--- config.mk ---
export PLATFORM = sky130hd
export DESIGN_NAME = entrada_movimiento
export DESIGN_NICKNAME = d
export VERILOG_FILES = /design/src/rtl/movimiento_pkg.sv /design/src/rtl/sincronizador.sv /design/src/rtl/entrada_movimiento.sv
export SDC_FILE = /design/constraint.sdc
export NUM_CORES = 1
export LEC_CHECK = 0
export ABC_AREA = 0
export CAP_MARGIN = 20
export CORE_MARGIN = 2
export CORE_UTILIZATION = 35
export CTS_BUF_LIST = sky130_fd_sc_hd__clkbuf_4 sky130_fd_sc_hd__clkbuf_8
export DETAILED_ROUTE_END_ITERATION = 8
export PLACE_DENSITY_LB_ADDON = 0.05
export SYNTH_ARGS = -nofsm -noshare
export SYNTH_HDL_FRONTEND = slang
export SYNTH_HIERARCHICAL = 1
export SYNTH_SLANG_ARGS = --single-unit
--- constraint.sdc ---
create_clock -name clk -period 2.92 [get_ports clk]
set_clock_uncertainty 0.15 [all_clocks]
set_input_delay 0.292 -clock clk [delete_from_list [all_inputs] [get_ports clk]]
set_output_delay 0.292 -clock clk [all_outputs]
set_load 0.01 [all_outputs]
--- src/rtl/movimiento_pkg.sv ---
// Move codes shared by the button front end and the downstream control stage,
// plus the fixed-priority encoder that turns a button vector into a move.
package movimiento_pkg;

    typedef enum logic [2:0] {
        NINGUNO   = 3'd0,
        IZQUIERDA = 3'd1,
        DERECHA   = 3'd2,
        ARRIBA    = 3'd3,
        ABAJO     = 3'd4
    } mov_t;

    // Button vector bit order: [0] left, [1] right, [2] up, [3] down
    localparam int unsigned NUM_BTN = 4;

    function automatic mov_t codificar(input logic [NUM_BTN-1:0] v);
        if (v[0]) return IZQUIERDA;
        if (v[1]) return DERECHA;
        if (v[2]) return ARRIBA;
        if (v[3]) return ABAJO;
        return NINGUNO;
    endfunction

endpackage

--- src/rtl/sincronizador.sv ---
// Two-flop synchronizer for a bus of independent asynchronous inputs.
module sincronizador #(
    parameter int unsigned Width = 4
) (
    input  logic             clk,
    input  logic             rst_n,
    input  logic [Width-1:0] d,
    output logic [Width-1:0] q
);

    logic [Width-1:0] meta_q;
    logic [Width-1:0] sync_q;

    always_ff @(posedge clk or negedge rst_n) begin
        if (!rst_n) begin
            meta_q <= '0;
            sync_q <= '0;
        end else begin
            meta_q <= d;
            sync_q <= meta_q;
        end
    end

    assign q = sync_q;

endmodule

--- src/rtl/entrada_movimiento.sv ---
// Debounces four direction buttons and emits exactly one move code per press
// over a valid/ready handshake.
module entrada_movimiento
    import movimiento_pkg::*;
#(
    parameter int unsigned DEBOUNCE_CYCLES = 500000
) (
    input  logic       clk,
    input  logic       rst_n,
    input  logic       btn_izq,
    input  logic       btn_der,
    input  logic       btn_arr,
    input  logic       btn_aba,
    input  logic       mov_ready,
    output logic [2:0] movimiento,
    output logic       mov_valid
);

    localparam int unsigned CW = $clog2(DEBOUNCE_CYCLES + 1);
    localparam logic [CW-1:0] CNT_MAX = CW'(DEBOUNCE_CYCLES - 1);

    typedef enum logic [1:0] {StIdle, StDebounce, StEmit, StWaitRelease} state_t;

    state_t             state_q, state_d;
    logic [CW-1:0]      cnt_q, cnt_d;
    logic [NUM_BTN-1:0] cand_q, cand_d;
    mov_t               mov_q, mov_d;
    logic               valid_q, valid_d;
    logic [NUM_BTN-1:0] vec;

    sincronizador #(
        .Width(NUM_BTN)
    ) u_sinc (
        .clk  (clk),
        .rst_n(rst_n),
        .d    ({btn_aba, btn_arr, btn_der, btn_izq}),
        .q    (vec)
    );

    always_ff @(posedge clk or negedge rst_n) begin
        if (!rst_n) begin
            state_q <= StIdle;
            cnt_q   <= '0;
            cand_q  <= '0;
            mov_q   <= NINGUNO;
            valid_q <= 1'b0;
        end else begin
            state_q <= state_d;
            cnt_q   <= cnt_d;
            cand_q  <= cand_d;
            mov_q   <= mov_d;
            valid_q <= valid_d;
        end
    end

    always_comb begin
        state_d = state_q;
        cnt_d   = cnt_q;
        cand_d  = cand_q;
        mov_d   = mov_q;
        valid_d = valid_q;
        unique case (state_q)
            StIdle: begin
                if (vec != '0) begin
                    cand_d  = vec;
                    cnt_d   = '0;
                    state_d = StDebounce;
                end
            end
            StDebounce: begin
                if (vec == '0) begin
                    state_d = StIdle;
                end else if (vec != cand_q) begin
                    // Bounce into a different combination restarts the window
                    cand_d = vec;
                    cnt_d  = '0;
                end else if (cnt_q == CNT_MAX) begin
                    state_d = StEmit;
                    mov_d   = codificar(cand_q);
                    valid_d = 1'b1;
                end else begin
                    cnt_d = cnt_q + CW'(1);
                end
            end
            StEmit: begin
                if (mov_ready) begin
                    state_d = StWaitRelease;
                    cnt_d   = '0;
                    mov_d   = NINGUNO;
                    valid_d = 1'b0;
                end
            end
            StWaitRelease: begin
                // Release must be stable for a full window before a new press counts
                if (vec != '0) begin
                    cnt_d = '0;
                end else if (cnt_q == CNT_MAX) begin
                    state_d = StIdle;
                end else begin
                    cnt_d = cnt_q + CW'(1);
                end
            end
            default: state_d = StIdle;
        endcase
    end

    assign movimiento = mov_q;
    assign mov_valid  = valid_q;

endmodule

Yosys cells after proc, flatten, opt, wreduce, memory -nomap -nowiden --
Index checks and enable logic that the tools add are counted.
Storage, ports and cells: input port bits 7, output and inout bits 4, logic and storage cells 95, bits in registers 37
Cells by class: $add $sub $neg 1, reductions and logical operators 9, eq/ne operators 15, multiplexer cells 63
Operators by type and width (number):
- $mux 19 | 6
- $pmux 19 s4 | 1
- $mux 3 | 12
- $mux 1 | 30
- $add 19x1->19 const B | 1
- $eq 19x19->1 const B | 1
- $ne 2x2->1 const B | 8
- $mux 2 | 7
- $mux 4 | 3
- $pmux 2 s4 | 1
- $pmux 4 s2 | 1
- $ne 3x3->1 const B | 2
- $pmux 3 s2 | 1
- $reduce_and 6->1 | 1
- $reduce_and 5->1 | 1
- $eq 2x2->1 const B | 2
- $logic_not 4->1 | 1
- $ne 4x4->1 | 1
- $reduce_and 4->1 | 1
- $reduce_bool 2->1 | 2
- $reduce_bool 4->1 | 1
- $reduce_and 3->1 | 1
- $eq 2x1->1 const B | 1
- $logic_not 2->1 | 1
- $pmux 1 s2 | 1

Longest topological paths before layout --
depth after elaboration 31, gate-level depth with buffers 6, gate-level depth less buffers 6

By module --
The synthesis kept the hierarchy.
By module, submodules not included:
- entrada_movimiento | seq. area each 725.7 um^2, cells an instance 174, area an instance 1686.6 um^2, times used 1
- sincronizador | seq. area each 200.2 um^2, cells an instance 8, area an instance 200.2 um^2, times used 1

Worst setup path before layout --
OpenSTA, ideal clock, no wires.
path type reg2reg, start point register cnt_q[0], end point register mov_q[0] (netlist: movimiento[0]), period minus slack after synthesis 2.262 ns, data required time 2.645 ns, stages on the path, launching flop included 7, path slack 0.658 ns, arrival 1.987 ns, setup time 0.125 ns, cells stage by stage dfrtp_1 ha_1 and4_1 nand2_2 or3_4 nor4_4 mux2_4
Between the ends: word-level cells in the longest chain between the ends 3
Ends and longest elaborated chain:
- start, declared | RTL line entrada_movimiento.sv:25 | logic [CW-1:0] cnt_q, cnt_d;
- start signal, assigned | RTL line entrada_movimiento.sv:49 | cnt_q <= cnt_d;
- $eq 19x19->1 | RTL line entrada_movimiento.sv:77 | end else if (cnt_q == CNT_MAX) begin
- $ne 2x2->1 (no line)
- $reduce_and 5->1 (no line)
- end signal, assigned | RTL line entrada_movimiento.sv:51 | mov_q <= mov_d;
- end, declared | RTL line entrada_movimiento.sv:27 | mov_t mov_q, mov_d;
No other way between the ends. A chain may end at the register's enable or synchronous reset.

Worst setup path after layout --
Same ends and word-level chain as after synthesis.

==> reports/metrics.yaml <==
viasPerCell: 5.28
setup_viol: 0
hold_violations: 0
ys_top_cells_by_area: "dfrtp_1 (49%), nor4_4 (4.5%), nand3_1 (3.7%), nor2_1 (2.6%), a21oi_1 (2.4%)"
crit_fanout: 5
path_clk_slew_ps: 80
drive_gt1_share_pct: 13.6
io_pins: 11
p_per_area_nw_per_um2: 489
grt_antenna_before_repair: 0
synth_simple_gate_area_share_pct: 24.4
synth_area_per_cell_um2: 10.4
muxShareOfSynthArea_pct: 3.58
crit_start: "cnt_q[0]"
yosys_warnings: 6
ys_seq_area_share_pct: 49.1
wl_um: 3900
fmaxAchievable_mhz: 407
dieArea_um2: 5990
cap_violations: 0
synthXorXnorAreaFrac_pct: 3.25
place_ws_ps: 472
ys_seq_elements: 37
cts-root-buf: "clkbuf_8"
post-route-util_pct: 42.5
ys_types: 49
worstSetupEndpointType: "register"
rsz0062_at_grt: "false"
worstHoldStart: "u_sinc/meta_q[2]"
gp_congestion: 0.881
clk_path_buf_depth: 2
place_area_um2: 2060
min_period_ps: 2460
leakage_nw: 0.870
clk_latency_ps: 290
finalPower_w: 0.00107
async_reset_ff_share_pct: 100
insertedDiodeCount: 0
dr.pass1.iters: 4
fin_ws_ps: 465
synth-edff-count: 0
drt_drc_violations_left: 0
start_kind: "register"
cp.arrival_ps: 2480
core_um2: 5140
synth_top_family_by_area: "simple AND/OR/NAND/NOR gates"
yosysMostFrequentCell: "dfrtp_1"
reg2reg_from: "cnt_q[0]"
synth_adder_area_share_pct: 0.663
netlist_area_um2: 1890
synth_compound_gate_area_share_pct: 16.0
ff_latch_area_um2: 926
area_delta_synth_final_pct: 15.6
routed-wl-met2_um: 1650
initial_utilization_pct: 36.7
ant_nets: 0
cts.sinks: 37
cts_tree: "built"
grt_max_degree: 38
io_buffers: 10
cts_made_buffers: 5
multiInputGateArea_um2: 903
synthTopCellsByCount: "dfrtp_1 (37), nand3_1 (14), nor2_1 (13), nand2_1 (12)"
critical_path_required_ps: 2950
drt-initial-drc-count: 115
synth_nets: 190
ys.flop_type: "dfrtp_1"
wl_per_cell_um: 14.5
grt_pass1_vias: 1280
min_path_type: "reg2reg"
synth.top_cell.area_share_pct: 49.1
slew_viol_final: 0
peakVddDrop_mv: 0.224
row_count: 26
grt_use_total_pct: 14.0
stdcell_area_um2: 2180
slew_headroom_pct: 44.4
die_w_um: 77.4
finalSetupTns_ps: 0
fin_nets: 206
tightest_slew_ps: 834
critical_path_class: "reg2reg"
die_h_um: 77.4
grt_pass1_wl_um: 6620
gr-total-overflow: 0
vias: 1419
met3_length_um: 167
fillerInstances: 522
dpl.hpwl_um: 2850
htreeDepth: 2
fin_crit_sh_pct: 84.1
status: "completed"
synth_area_leader_cell: "dfrtp_1"
highest_layer: "met4"
syn-instance-count: 182
wl_met1_um: 2060
==> layout by cell type, fill, tap and decap left out, types with 2 or more instances in the layout <==
| cell | instances |
|---|---|
| dfrtp_1 | 37 |
| nand3_1 | 14 |
| nor2_1 | 13 |
| nand2_1 | 12 |
| a21oi_1 | 9 |
| o21ai_0 | 9 |
| clkdlybuf4s50_1 | 9 |
| nor3_1 | 7 |
| inv_1 | 6 |
| a21o_1 | 6 |
| clkbuf_8 | 5 |
| xor2_1 | 4 |
| nor4_4 | 4 |
| a31oi_1 | 4 |
| nand4_1 | 4 |
| or4_1 | 3 |
| o21ai_1 | 3 |
| mux2i_1 | 3 |
| nor4_1 | 3 |
| xnor2_1 | 3 |
| buf_4 | 3 |
| a31o_2 | 2 |
| and4_1 | 2 |
| a41oi_1 | 2 |
| mux2_2 | 2 |
| a22o_1 | 2 |
==> registers in the layout, summed over array words and instances, names as in the netlist, named ones only <==
register,flops
cand_q,4
cnt_q,19
mov_valid,1
movimiento,3
state_q,1
u_sinc/meta_q,4
u_sinc/q,4
==> final timing paths <==
kind | to | slack, ps | cells after the start
worst max-delay path | movimiento[0] | 460 | 6
worst min-delay path | u_sinc/q[2] | 200 | 0
worst max register to register | movimiento[0] | 460 | 6
worst min register to register | u_sinc/q[2] | 200 | 0
max in group asynchronous | u_sinc/q[2] | 1610 | 2
min in group asynchronous | cnt_q[13] | 490 | 2
==> logic make-up after synthesis <==
kind of cell / count (synthesis)
muxes: 6
DFF: 37
buffers and inverters: 11
xor gates and xnor gates: 7
AOI/OAI and AO/OA: 46
adders and majority gates: 1
and+or+nand+nor: 74
==> through the flow <==
step                std cells  hold WS (ps)
global placement          260           182
finish                    269           203
floorplan                 182          -154
global route              269           214
CTS                       269           205
detailed placement        260           186
==> critical path, cell delays in order, from the launching register on <==
cell     delay (ps)
dfrtp_1         410
ha_1            260
and4_1          310
nand2_2          90
or3_4           420
nor4_4          370
mux2_4          330
==> final cells by class <==
class,instances,share of cell area [%]
Tap cell,70,4.01
Multi-Input combinational cell,134,41.4
Timing Repair Buffer,14,5.85
Sequential cell,37,42.4
Clock buffer,5,3.15
Inverter,6,1.03
Clock inverter,3,2.12
==> layer usage <==
layer	track usage, %	vias up
li1	-	710
met1	21.8	679
met2	19.0	26
met3	3.49	4
met4	4.29	0
met5	0	-
==> power by group <==
| group | internal, W | switching (W) | leakage [nW] |
|---|---|---|---|
| Sequential | 0.000528 | 0.0000202 | 0.483 |
| Clock | 0.000255 | 0.000187 | 0.0543 |
| Combinational | 0.0000316 | 0.0000441 | 0.333 |
| Total | 0.000816 | 0.000251 | 0.870 |
==> timing repair <==
| item | 4_1_cts | 5_1_grt |
|---|---|---|
| endpoints found under the hold margin | 37 | 0 |
| gates resized for setup | 0 | 0 |
| buffers inserted | 0 | 0 |
| hold buffers | 1 | 0 |
No activity file was read; power rests on OpenSTA's default activity.
